**config.mk**
```make
export PLATFORM = sky130hd
export DESIGN_NAME = fmap_stream_source
export DESIGN_NICKNAME = d
export VERILOG_FILES = /design/src/rtl/fmap_stream_source.sv
export SDC_FILE = /design/constraint.sdc
export NUM_CORES = 1
export LEC_CHECK = 0
export ABC_CLOCK_PERIOD_IN_PS = 3200
export CAP_MARGIN = 20
export CORE_ASPECT_RATIO = 1.5
export CORE_MARGIN = 2
export CORE_UTILIZATION = 37
export CTS_CLUSTER_DIAMETER = 50
export CTS_CLUSTER_SIZE = 40
export DETAILED_ROUTE_END_ITERATION = 8
export GPL_TIMING_DRIVEN = 0
export PLACE_DENSITY_LB_ADDON = 0.12
export RECOVER_POWER = 100
export SLEW_MARGIN = 10
export SYNTH_ARGS = -nofsm -noshare
export SYNTH_HDL_FRONTEND = slang
export SYNTH_SLANG_ARGS = --single-unit
```
**constraint.sdc**
```tcl
create_clock -name clk -period 3.2 [get_ports clk]
set_input_delay 0.64 -clock clk [delete_from_list [all_inputs] [get_ports clk]]
set_output_delay 0.64 -clock clk [all_outputs]
set_load 0.01 [all_outputs]
```
**src/rtl/fmap_stream_source.sv**
```systemverilog
//-----------------------------------------------------------------------------
// fmap_stream_source
//
// Reads one IMG_H x IMG_W feature map from a synchronous single-port RAM in
// raster order and streams it to the convolution line-buffer chain as a
// registered (dout, dout_vld) pixel stream with row and frame markers.
// Downstream has no back-pressure; issue pacing is controlled by ce only.
//
// Ports:
//   clk        in   clock, all logic on the rising edge
//   rst        in   synchronous active-high reset
//   start      in   one-cycle frame start request (ignored while busy)
//   ce         in   issue enable; no new pixel is issued while low
//   busy       out  high while a frame is in progress (RUN, DRAIN, DONE)
//   done       out  one-cycle pulse once the final pixel has been emitted
//   mem_rd_en  out  RAM read strobe
//   mem_addr   out  RAM read address
//   mem_rdata  in   RAM read data, valid the cycle after mem_rd_en
//   dout       out  pixel data (registered, holds when dout_vld is low)
//   dout_vld   out  pixel valid, one cycle per pixel
//   row_last   out  marks the last pixel of each row
//   frame_last out  marks the final pixel of the frame
//
// Optional feature: define FMAP_PAD_EN to surround the frame with a PAD-wide
// zero border. Border pixels do not touch the RAM but travel through the same
// two-stage pipeline so stream timing stays uniform.
//-----------------------------------------------------------------------------
module fmap_stream_source #(
  parameter int WIDTH  = 8,
  parameter int IMG_W  = 28,
  parameter int IMG_H  = 28,
  parameter int ADDR_W = 10,
  parameter int PAD    = 1
) (
  input  logic              clk,
  input  logic              rst,
  input  logic              start,
  input  logic              ce,
  output logic              busy,
  output logic              done,
  output logic              mem_rd_en,
  output logic [ADDR_W-1:0] mem_addr,
  input  logic [WIDTH-1:0]  mem_rdata,
  output logic [WIDTH-1:0]  dout,
  output logic              dout_vld,
  output logic              row_last,
  output logic              frame_last
);

`ifdef FMAP_PAD_EN
  localparam int PAD_EFF = PAD;
`else
  // Without the pad feature the border width collapses to zero.
  localparam int PAD_EFF = 0 * PAD;
`endif

  localparam int FRAME_W = IMG_W + 2 * PAD_EFF;
  localparam int FRAME_H = IMG_H + 2 * PAD_EFF;
  localparam int COL_W   = (FRAME_W > 1) ? $clog2(FRAME_W) : 1;
  localparam int ROW_W   = (FRAME_H > 1) ? $clog2(FRAME_H) : 1;

  localparam logic [COL_W-1:0] COL_MAX = COL_W'(FRAME_W - 1);
  localparam logic [ROW_W-1:0] ROW_MAX = ROW_W'(FRAME_H - 1);

`ifdef FMAP_PAD_EN
  // First and one-past-last column/row of the real image inside the frame.
  localparam logic [COL_W-1:0] COL_LO = COL_W'(PAD);
  localparam logic [COL_W-1:0] COL_HI = COL_W'(IMG_W + PAD);
  localparam logic [ROW_W-1:0] ROW_LO = ROW_W'(PAD);
  localparam logic [ROW_W-1:0] ROW_HI = ROW_W'(IMG_H + PAD);
`endif

  typedef enum logic [1:0] {
    S_IDLE,
    S_RUN,
    S_DRAIN,
    S_DONE
  } state_t;

  state_t state;
  state_t state_next;

  logic [COL_W-1:0]  col;
  logic [ROW_W-1:0]  row;
  logic [ADDR_W-1:0] addr;
  logic              drain_cnt;

  logic issue;
  logic rd_issue;
  logic col_wrap;
  logic last_pix;

  logic s1_vld;
  logic s1_row_last;
  logic s1_frame_last;

`ifdef FMAP_PAD_EN
  logic border;
  logic s1_border;
`endif

  // Issue decode: one frame position per RUN cycle with ce high.
  always_comb begin
    issue    = (state == S_RUN) && ce;
    col_wrap = (col == COL_MAX);
    last_pix = col_wrap && (row == ROW_MAX);
`ifdef FMAP_PAD_EN
    border   = (row < ROW_LO) || (row >= ROW_HI) ||
               (col < COL_LO) || (col >= COL_HI);
    rd_issue = issue && !border;
`else
    rd_issue = issue;
`endif
  end

  // State register.
  always_ff @(posedge clk) begin
    if (rst) begin
      state <= S_IDLE;
    end else begin
      state <= state_next;
    end
  end

  // Next-state and combinational outputs. The RAM strobe comes straight from
  // the issue decode so the RAM sees the address in the issue cycle itself.
  always_comb begin
    state_next = state;
    busy       = (state != S_IDLE);
    mem_rd_en  = rd_issue;
    mem_addr   = addr;
    case (state)
      S_IDLE:  if (start) state_next = S_RUN;
      S_RUN:   if (issue && last_pix) state_next = S_DRAIN;
      S_DRAIN: if (drain_cnt) state_next = S_DONE;
      S_DONE:  state_next = S_IDLE;
      default: state_next = S_IDLE;
    endcase
  end

  // Raster counters and the linear RAM address. The address only advances on
  // real reads, so border positions never consume RAM locations.
  always_ff @(posedge clk) begin
    if (rst) begin
      col       <= '0;
      row       <= '0;
      addr      <= '0;
      drain_cnt <= 1'b0;
    end else begin
      if (state == S_IDLE && start) begin
        col  <= '0;
        row  <= '0;
        addr <= '0;
      end
      if (issue) begin
        if (col_wrap) begin
          col <= '0;
          row <= row + 1'b1;
        end else begin
          col <= col + 1'b1;
        end
      end
      if (rd_issue) begin
        addr <= addr + 1'b1;
      end
      // Two DRAIN cycles cover the RAM read stage and the output register.
      if (state == S_DRAIN) begin
        drain_cnt <= drain_cnt + 1'b1;
      end else begin
        drain_cnt <= 1'b0;
      end
    end
  end

  // Two-stage pixel pipeline: stage 1 waits for the RAM data, stage 2 is the
  // output register. Markers ride along with the valid bit so they can never
  // appear without a pixel. Reset clears both stages, which drops any reads
  // still in flight.
  always_ff @(posedge clk) begin
    if (rst) begin
      s1_vld        <= 1'b0;
      s1_row_last   <= 1'b0;
      s1_frame_last <= 1'b0;
`ifdef FMAP_PAD_EN
      s1_border     <= 1'b0;
`endif
      dout          <= '0;
      dout_vld      <= 1'b0;
      row_last      <= 1'b0;
      frame_last    <= 1'b0;
      done          <= 1'b0;
    end else begin
      s1_vld        <= issue;
      s1_row_last   <= issue && col_wrap;
      s1_frame_last <= issue && last_pix;
`ifdef FMAP_PAD_EN
      s1_border     <= issue && border;
      if (s1_vld) begin
        dout <= s1_border ? '0 : mem_rdata;
      end
`else
      if (s1_vld) begin
        dout <= mem_rdata;
      end
`endif
      dout_vld      <= s1_vld;
      row_last      <= s1_row_last;
      frame_last    <= s1_frame_last;
      // Registering done places it in the first IDLE cycle, so a start
      // presented alongside done is accepted as the next frame.
      done          <= (state == S_DONE);
    end
  end

endmodule

```
=== Word-level counts from Yosys, hierarchy flattened ===
Cells that the tools add are included.

* Bits in registers: 38
* Bits in latches: 0
* RAM bits: 0
* Bits in read-only memories: 0
* Bits of input ports: 12
* Output and inout bits: 24
* Logic and storage cells: 48
* Memories kept: 0

* Add/subtract/negate cells: 4
* Multiply operators: 0
* Div/mod/pow operators: 0
* $lt $le $gt $ge: 0
* Equal/unequal tests: 8
* Shift operators: 0
* Multiplexer cells: 12
* Bitwise operators: 1
* Reduce and logical (&&, ||, !) cells: 10

{| class="wikitable"
|+ Operators with widths
! cell !! number
|-
| 5-bit two-way mux || 6
|-
| 10-bit two-way mux || 2
|-
| 10-bit by 1-bit adder with 10-bit output (second input constant) || 1
|-
| 5-bit by 1-bit adder with 5-bit output (second input constant) || 2
|-
| 5-bit == test (second input constant) || 2
|-
| 2-bit case mux with 4 select lines || 1
|-
| 2-bit two-way mux || 3
|-
| 1-bit logical AND || 5
|-
| 2-bit == test (second input constant) || 2
|-
| 2-bit != test (second input constant) || 2
|-
| 2-bit nonzero test || 2
|-
| 3-bit AND reduction || 1
|-
| 2-bit by 1-bit == test with 1-bit output (second input constant) || 1
|-
| 2-bit zero test || 1
|-
| 2-bit by 1-bit != test with 1-bit output (second input constant) || 1
|-
| 2-bit OR reduction || 1
|-
| 1-bit adder (second input constant) || 1
|-
| 1-bit inverter || 1
|}

=== Depth between registers and ports, before layout ===
Gate-level depths: netlist (run 1).

* Depth in word-level cells: 5
* Mapped depth: 8
* Depth with buffers taken out: 7

=== Least setup slack after synthesis (run 1) ===
No wires, ideal clock.

* Path type: input -> output
* From: input port ce
* To: output port mem_rd_en
* Arrival time: 0.977 ns
* Data required time: 2.560 ns
* Setup slack: 1.583 ns
* Stages: 3
* Buffers on the path: 1
* Path through: nand2_1 -> inv_1 -> buf_2

* Word-level cells in the longest chain between the ends: 1

{| class="wikitable"
|+ RTL lines
! what !! RTL line !! text
|-
| start, declared || 38 || <nowiki>input logic ce,</nowiki>
|-
| 1-bit logical AND || 104 || <nowiki>issue = (state == S_RUN) && ce;</nowiki>
|-
| end, declared || 41 || <nowiki>output logic mem_rd_en,</nowiki>
|}

Every way passes these cells.

=== Worst setup path after layout (run 1) ===
Ends and elaborated chain as after synthesis.

==> results.json, run 1 <==
{
  "use_met3_pct": 4.57,
  "worstPathArrival_ns": 2.22,
  "nets": 235,
  "tightest_slew_ns": 0.626,
  "critical_path.max_stage_delay_ns": 0.57,
  "setup_viol": 0,
  "ys_seq_area_share_pct": 47.2,
  "via_per_inst": 5.16,
  "port_buffers": 35,
  "grtUsageTotal_pct": 15.4,
  "drc": 0,
  "register_area_um2": 761,
  "dp_hpwl_um": 2510,
  "max_cap_violations": 0,
  "drive_above_1_share_pct": 5.99,
  "power.density_nw_per_um2": 540,
  "critPathSlowestCell": "clkdlybuf4s50_1",
  "grt_pass1_wl_um": 5880,
  "critPathMaxFanout": 10,
  "post_dp_cell_area_um2": 2020,
  "use_met2_pct": 26.4,
  "reg2reg_setup_slack_ns": 1.33,
  "syn2layout_area_growth_pct": 30.5,
  "synth_top_area_share_pct": 47.2,
  "antenna_found_initial": 0,
  "wl_per_cell_um": 12.8,
  "grt_pass1_vias": 1341,
  "gp_congestion": 0.759,
  "antenna_left": 0,
  "fin_area_um2": 2100,
  "final.setup.tns_ns": 0,
  "synth.distinct_cells": 35,
  "path_cells": "dlygate4sd3_1, nand2_1, inv_1, buf_2, clkdlybuf4s50_1",
  "rsz0062_at_grt": "false",
  "num_vias": 1357,
  "grt-busiest-layer": "met2",
  "ctsHoldBuffers": 0,
  "cp-end-kind": "output pin",
  "drtPass1Iterations": 4,
  "n_antenna_cell": 0,
  "numCtsBuffers": 5,
  "htree_levels": 2,
  "critPathKind": "input pin to output pin",
  "post-route-min-period_ns": 2.86,
  "hold_class": "register to register",
  "cp-start-kind": "input pin",
  "path_delay_family": "buffers and inverters",
  "overflow": 0,
  "drt-total-wl_um": 3370,
  "crit_buf_inv": 4,
  "yosysTopAreaCell": "dfxtp_1",
  "design.core.area_um2": 4210,
  "multi_input_area_um2": 787,
  "layout_common_cells": "dfxtp_1 (38), nor2_1 (27), dlygate4sd3_1 (25)",
  "crit_required_ns": 2.56,
  "fill_cells": 415,
  "max_freq_mhz": 350,
  "timing.rr.start": "state[1]",
  "rows": 29,
  "grt_max_degree": 12,
  "finalMaxSlewViolations": 0,
  "cts-root-buf": "clkbuf_8",
  "finalCritPeriodShare_pct": 89.4,
  "skew_ns": 0.00655,
  "clkSinkCount": 38,
  "crit_start": "ce",
  "ys_warn_count": 0,
  "die_w_um": 57.9,
  "io_pins": 36,
  "final_common_cell": "dfxtp_1",
  "syn_area_um2": 1610,
  "clk_latency_ns": 0.29,
  "synth_cells": 174,
  "die_y_um": 84.8,
  "syn-num-nets": 193,
  "ctsResizeCount": 0,
  "cts_setup_buffers": 0,
  "use_met1_pct": 17.0,
  "status": "completed",
  "hold_viol_final": 0,
  "initial_utilization_pct": 38.3,
  "max_slew_margin_pct": 58.3,
  "hold_start": "s1_row_last",
  "die_area_um2": 4910,
  "power.leakage_uw": 0.000874,
  "clkSlewWorstSetupHoldPaths_ns": 0.07,
  "peakVddDrop_mv": 0.393,
  "synth_area_leaders": "dfxtp_1 (47%), nor2_1 (6.3%), mux2i_1 (6.2%), ha_1 (5.4%), a21oi_1 (3.1%)",
  "cts_tree": "built",
  "synth-seq-cells": 38,
  "clock_path_buffers": 2,
  "drtIter0Drc": 28,
  "postSynthAreaPerCell_um2": 9.26
}
[registers in the layout, summed over array words and instances (netlist names)]
register       count
mem_addr          10
dout               8
col                5
row                5
state              2
done               1
dout_vld           1
drain_cnt          1
frame_last         1
row_last           1
s1_frame_last      1
s1_row_last        1
s1_vld             1
[through the flow]
| stage | instances | util [%] | setup slack [ns] | hold slack [ns] | total power, uW |
|---|---|---|---|---|---|
| floorplan | 174 | - | 1.58 | 0.414 | 715 |
| detailed placement | 255 | 48.0 | 0.408 | 0.430 | 827 |
| CTS | 263 | 50.1 | 0.402 | 0.448 | 1160 |
| global placement | 255 | 48.0 | 0.413 | 0.418 | 814 |
| finish | 263 | 50.0 | 0.340 | 0.443 | 1140 |
| global route | 263 | 50.0 | 0.274 | 0.466 | 1210 |
[Yosys cell counts]
cell	number
buf_1	2
and3_1	2
o211ai_1	2
o31ai_1	1
nand2b_1	3
o41ai_2	2
inv_1	5
a31o_2	1
xor2_1	1
or4b_1	1
nand3b_1	1
a21oi_1	10
and2_1	3
nor2b_1	5
nor2_1	27
ha_1	7
dfxtp_1	38
a211oi_1	3
a31oi_1	2
buf_2	1
nand3_2	1
nand2_1	7
a21boi_0	1
nor3_1	3
or3_1	1
nand3_1	8
nand4_1	3
and4b_1	2
clkbuf_1	4
a21o_1	1
a22oi_1	5
mux2i_1	10
clkbuf_2	2
xnor2_1	4
o21ai_0	5
[where the power goes]
part	total (uW)	switching (uW)	internal, uW	leakage (uW)
Sequential	525	21.6	503	0.000307
Clock	334	160	174	0.0000482
Combinational	277	157	119	0.000519
[kinds of logic after synthesis]
family | synth area share (%)
DFF | 47.2
muxes | 6.21
AOI/OAI and AO/OA | 14.1
xor gates and xnor gates | 2.72
adders and majority gates | 5.43
and+or+nand+nor | 20.9
buffers and inverters | 3.49
[routing by layer]
metal  up-vias  part of all wire (%)
met4         0                   2.0
met3         7                   5.4
met5         -                     0
met2        33                    51
li1        690                     -
met1       627                    42
[path summary, 6_finish.rpt]
| path | endpoint | depth (start not counted) |
|---|---|---|
| setup / recovery | mem_rd_en | 5 |
| hold / removal | row_last | 1 |
| setup reg to reg | mem_addr[6] | 6 |
| hold reg to reg | row_last | 1 |
[final cells by class]
type,instances,area share [%]
plain buffers,9,1.78
flip-flops and latches,38,36.2
well taps,46,2.74
clock buffers,7,4.10
repair buffers,35,16.7
multi-input cells,122,37.4
inverters,5,0.892
clock inverters,1,0.238
Note: power is estimated with default switching activity, not from simulation.
==> run 2, diff against run 1 <==
==> constraint.sdc (replaced) <==
create_clock -name clk -period 3.2 [get_ports clk]
set_input_delay 0.32 -clock clk [delete_from_list [all_inputs] [get_ports clk]]
set_output_delay 0.32 -clock clk [all_outputs]
set_load 0.01 [all_outputs]
==> run 2 against run 1 <==
Combinational power about the same. Worst hold slack unchanged. Global-route usage unchanged. Clock power about the same. Worst setup slack better by 0.34 ns. First-iteration DRC count down 3.6%. Die area unchanged. Cell count unchanged. Routed wire length about the same. Clock-buffer cell count unchanged. Register-to-register slack about the same.
==> results.json, run 2 (synthesized netlist as in run 1, its figures left out) <==
{
  "status": "completed",
  "crit_start": "state[1]",
  "ctsHoldBuffers": 0,
  "grt_pass1_vias": 1341,
  "finalMaxSlewViolations": 0,
  "rsz0062_at_grt": "false",
  "critPathKind": "register to output pin",
  "via_per_inst": 5.15,
  "hold_class": "register to register",
  "peakVddDrop_mv": 0.393,
  "cts_setup_buffers": 0,
  "grt_pass1_wl_um": 5880,
  "drtIter0Drc": 27,
  "grt_max_degree": 12,
  "switching_share_pct": 29.9,
  "timing.rr.start": "state[1]",
  "grtUsageTotal_pct": 15.4,
  "pwr-share-clk_pct": 29.4,
  "num_vias": 1355,
  "antenna_left": 0,
  "ctsResizeCount": 0,
  "critPathMaxFanout": 10,
  "cts_tree": "built",
  "power.density_nw_per_um2": 540,
  "die_y_um": 84.8,
  "drtPass1Iterations": 4,
  "fin_area_um2": 2100,
  "cp-start-kind": "register",
  "tightest_slew_ns": 0.626,
  "p_int_uw": 796,
  "final.setup.tns_ns": 0,
  "crit_required_ns": 2.88,
  "power.leakage_uw": 0.000866,
  "max_slew_margin_pct": 58.3,
  "rr_worst_depth": 8,
  "crit_end": "mem_rd_en",
  "cts-root-buf": "clkbuf_8",
  "cp-end-kind": "output pin",
  "layout_common_cells": "dfxtp_1 (38), nor2_1 (27), dlygate4sd3_1 (24)",
  "wl_per_cell_um": 12.8,
  "power_frac_comb_pct": 24.3,
  "finalCritPeriodShare_pct": 78.7,
  "rr_endpoint": "row[3]",
  "dp_hpwl_um": 2510,
  "reg2reg_setup_slack_ns": 1.33,
  "worstPathArrival_ns": 2.20,
  "p_switching_uw": 339,
  "n_antenna_cell": 0,
  "hold_viol_final": 0,
  "htree_levels": 2,
  "clkSlewWorstSetupHoldPaths_ns": 0.07,
  "drive_above_1_share_pct": 5.07,
  "setup_viol": 0,
  "max_cap_violations": 0,
  "antenna_found_initial": 0,
  "syn2layout_area_growth_pct": 30.4,
  "gp_congestion": 0.759,
  "largest_register_ffs": 10,
  "drc": 0,
  "final_common_cell": "dfxtp_1",
  "rows": 29,
  "drt-total-wl_um": 3370,
  "die_area_um2": 4910,
  "clk_latency_ns": 0.29,
  "overflow": 0,
  "initial_utilization_pct": 38.3,
  "post_dp_cell_area_um2": 2020,
  "die_w_um": 57.9,
  "max_freq_mhz": 397,
  "clkSinkCount": 38,
  "port_buffers": 35,
  "io_pins": 36,
  "power_frac_seq_pct": 46.2,
  "clock_path_buffers": 2,
  "design.core.area_um2": 4210,
  "skew_ns": 0.00655,
  "post-route-min-period_ns": 2.52,
  "nets": 235,
  "numCtsBuffers": 5
}
==> run 2: cell count changes in the layout (fill, tap and decap cells not counted), sizes merged <==
cell           previous run  this run
clkbuf                   15        16
buf                       1         0
clkdlybuf4s50            10        11
dlygate4sd3              25        24
==> run 2: per-layer routing <==
metal	up-vias	wire length (um)	part of all wire, %	GRT usage, %
li1	690	-	-	-
met1	625	1400	41	17.0
met2	33	1720	51	26.4
met3	7	183	5.4	4.57
met4	0	67	2.0	6.98
met5	-	0	0	0
==> run 2: power by group through the flow <==
stage                     sequential [uW]  clock (uW)  combinational [uW]
after global placement                535           0                 280
final                                 525         334                 276
after CTS                             525         345                 292
after global routing                  529         367                 312
after detailed placement              536           0                 291
after floorplan                       538           0                 177
==> run 2: how the worst min path moves through the flow <==
stage / end / slack, ns / from / depth (start not counted)
global route: row_last / 0.47 / s1_row_last / 1
detailed placement: row_last / 0.43 / s1_row_last / 1
global placement: frame_last / 0.42 / s1_frame_last / 1
CTS: row_last / 0.45 / s1_row_last / 1
floorplan: frame_last / 0.41 / s1_frame_last / 1
finish: row_last / 0.44 / s1_row_last / 1
==> run 2: cell type report <==
| type | instances | area, um^2 |
|---|---|---|
| Clock buffer | 7 | 86.3 |
| Buffer | 9 | 35.0 |
| Inverter | 5 | 18.8 |
| Sequential cell | 38 | 761 |
| Fill cell | 417 | 2110 |
| Timing Repair Buffer | 35 | 350 |
| Tap cell | 46 | 57.6 |
| Multi-Input combinational cell | 122 | 787 |
| Clock inverter | 1 | 5.00 |
==> run 2: critical path: stages (launching register included) <==
cell and delay (ns):
dfxtp_1 0.34, inv_1 0.08, ha_1 0.23, nand2_1 0.11
inv_1 0.12, clkbuf_1 0.39, clkdlybuf4s50_1 0.63
==> run 2: metrics by stage <==
stage	setup WS [ns]	hold slack, ns	instances	util (%)	power, uW
6_report	0.681	0.443	263	49.9	1140
5_1_grt	0.575	0.466	263	49.9	1210
4_1_cts	0.870	0.448	263	50.1	1160
3_5_place_dp	1.05	0.430	255	48.0	827
3_3_place_gp	1.05	0.418	255	48.0	814
2_1_floorplan	1.64	0.414	174	-	715
==> run 3, diff against run 2 <==
--- a/config.mk
+++ b/config.mk
@@ -5,7 +5,7 @@
 export SDC_FILE = /design/constraint.sdc
 export NUM_CORES = 1
 export LEC_CHECK = 0
-export ABC_CLOCK_PERIOD_IN_PS = 3200
+export ABC_CLOCK_PERIOD_IN_PS = 2350
 export CAP_MARGIN = 20
 export CORE_ASPECT_RATIO = 1.5
 export CORE_MARGIN = 2
==> constraint.sdc (replaced) <==
create_clock -name clk -period 2.35 [get_ports clk]
set_input_delay 0.235 -clock clk [delete_from_list [all_inputs] [get_ports clk]]
set_output_delay 0.235 -clock clk [all_outputs]
set_load 0.01 [all_outputs]
==> run 3 against run 2 <==
Total power grew 36%. Cell count is the same. Via count hardly changed. Critical path depth did not move. Critical path type unchanged. Core utilization barely moved. Clock-buffer cell count unchanged. Largest power group unchanged. Non-clock buffer count is the same. Register-to-register slack worse by 0.85 ns. Critical endpoint unchanged. Sequential power increased by 36%. Worst hold slack barely moved.
==> results.json, run 3 (synthesized netlist as in run 1, its figures left out) <==
{
  "status": "completed",
  "post-route-min-period_ns": 2.23,
  "drt-total-wl_um": 3360,
  "holdPathStages": 1,
  "clock_path_buffers": 2,
  "antenna_left": 0,
  "tightest_slew_ns": 0.626,
  "n_antenna_cell": 0,
  "cts-root-buf": "clkbuf_8",
  "cp-start-kind": "register",
  "drtPass1Iterations": 4,
  "num_vias": 1354,
  "critPathKind": "register to output pin",
  "cp-end-kind": "output pin",
  "final.setup.tns_ns": 0,
  "numCtsBuffers": 5,
  "drtIter0Drc": 28,
  "critPathMaxFanout": 10,
  "design.core.area_um2": 4210,
  "rsz0062_at_grt": "false",
  "drive_above_1_share_pct": 5.53,
  "max_cap_violations": 0,
  "syn2layout_area_growth_pct": 30.4,
  "finalCritPeriodShare_pct": 94.7,
  "htree_levels": 2,
  "final_common_cell": "dfxtp_1",
  "fill_cells": 416,
  "register_area_um2": 761,
  "initial_utilization_pct": 38.3,
  "max_freq_mhz": 449,
  "nets": 235,
  "overflow": 0,
  "wl_per_cell_um": 12.8,
  "largest_register_ffs": 10,
  "hold_class": "register to register",
  "die_w_um": 57.9,
  "cts_setup_buffers": 0,
  "dp.cells": 255,
  "grt_max_degree": 12,
  "setup_viol": 0,
  "rr_worst_depth": 6,
  "finalMaxSlewViolations": 0,
  "clkSlewWorstSetupHoldPaths_ns": 0.07,
  "grtUsageTotal_pct": 15.4,
  "die_area_um2": 4910,
  "dp_hpwl_um": 2510,
  "multi_input_area_um2": 787,
  "power.leakage_uw": 0.000869,
  "port_buffers": 35,
  "peakVddDrop_mv": 0.535,
  "skew_ns": 0.00658,
  "grt_pass1_wl_um": 5880,
  "io_pins": 36,
  "layout_common_cells": "dfxtp_1 (38), nor2_1 (27), dlygate4sd3_1 (24)",
  "clk_latency_ns": 0.29,
  "ctsHoldBuffers": 0,
  "crit_required_ns": 2.12,
  "antenna_found_initial": 0,
  "rows": 29,
  "via_per_inst": 5.15,
  "worstPathArrival_ns": 1.99,
  "hold_slack_ns": 0.443,
  "ctsResizeCount": 0,
  "max_slew_margin_pct": 58.3,
  "cts_tree": "built",
  "power.density_nw_per_um2": 736,
  "hold_viol_final": 0,
  "fin_cells": 263,
  "clkSinkCount": 38,
  "drc": 0,
  "grt_pass1_vias": 1341,
  "die_y_um": 84.8,
  "gp_congestion": 0.759
}
[run 3: cell count changes in the layout (fill, tap and decap cells not counted), sizes merged]
cell / delta
buf: +1
clkbuf: -1
[run 3: through the flow]
step | setup WS, ns | area (um^2) | power [uW] | util, %
6_report | 0.125 | 2100 | 1550 | 49.9
5_1_grt | 0.0319 | 2100 | 1650 | 49.9
4_1_cts | 0.105 | 2110 | 1580 | 50.1
3_5_place_dp | 0.368 | 2020 | 1130 | 48.0
3_3_place_gp | 0.373 | 2020 | 1110 | 48.0
2_1_floorplan | 0.786 | 1610 | 973 | -
[run 3: worst paths after layout]
kind | to | start | slack, ns
worst max register to register | mem_addr[6] | state[1] | 0.48
worst min-delay path | row_last | s1_row_last | 0.44
worst max-delay path | mem_rd_en | state[1] | 0.12
worst min register to register | row_last | s1_row_last | 0.44
[run 3: layout make-up]
type	count	area share (%)
Tap cell	46	2.74
Sequential cell	38	36.2
Buffer	9	1.73
Clock inverter	1	0.238
Inverter	5	0.893
Multi-Input combinational cell	122	37.4
Timing Repair Buffer	35	16.7
Clock buffer	7	4.11
[run 3: routing by layer]
metal  global-route usage (%)  wire (um)  up-vias
met4                     6.98         67        0
met5                        0          0        -
met2                     26.4       1710       33
met1                     17.0       1400      625
met3                     4.57        183        7
li1                         -          -      689
[run 3: worst max-delay path, stage by stage (launching register included)]
cell             delay (ns)
dfxtp_1                0.34
inv_1                  0.08
ha_1                   0.23
nand2_1                0.11
inv_1                  0.12
buf_2                  0.24
clkdlybuf4s50_1        0.57
[run 3: where the power goes]
group          internal [uW]  switching, uW
Sequential               685           29.4
Combinational            163            214
Clock                    236            218
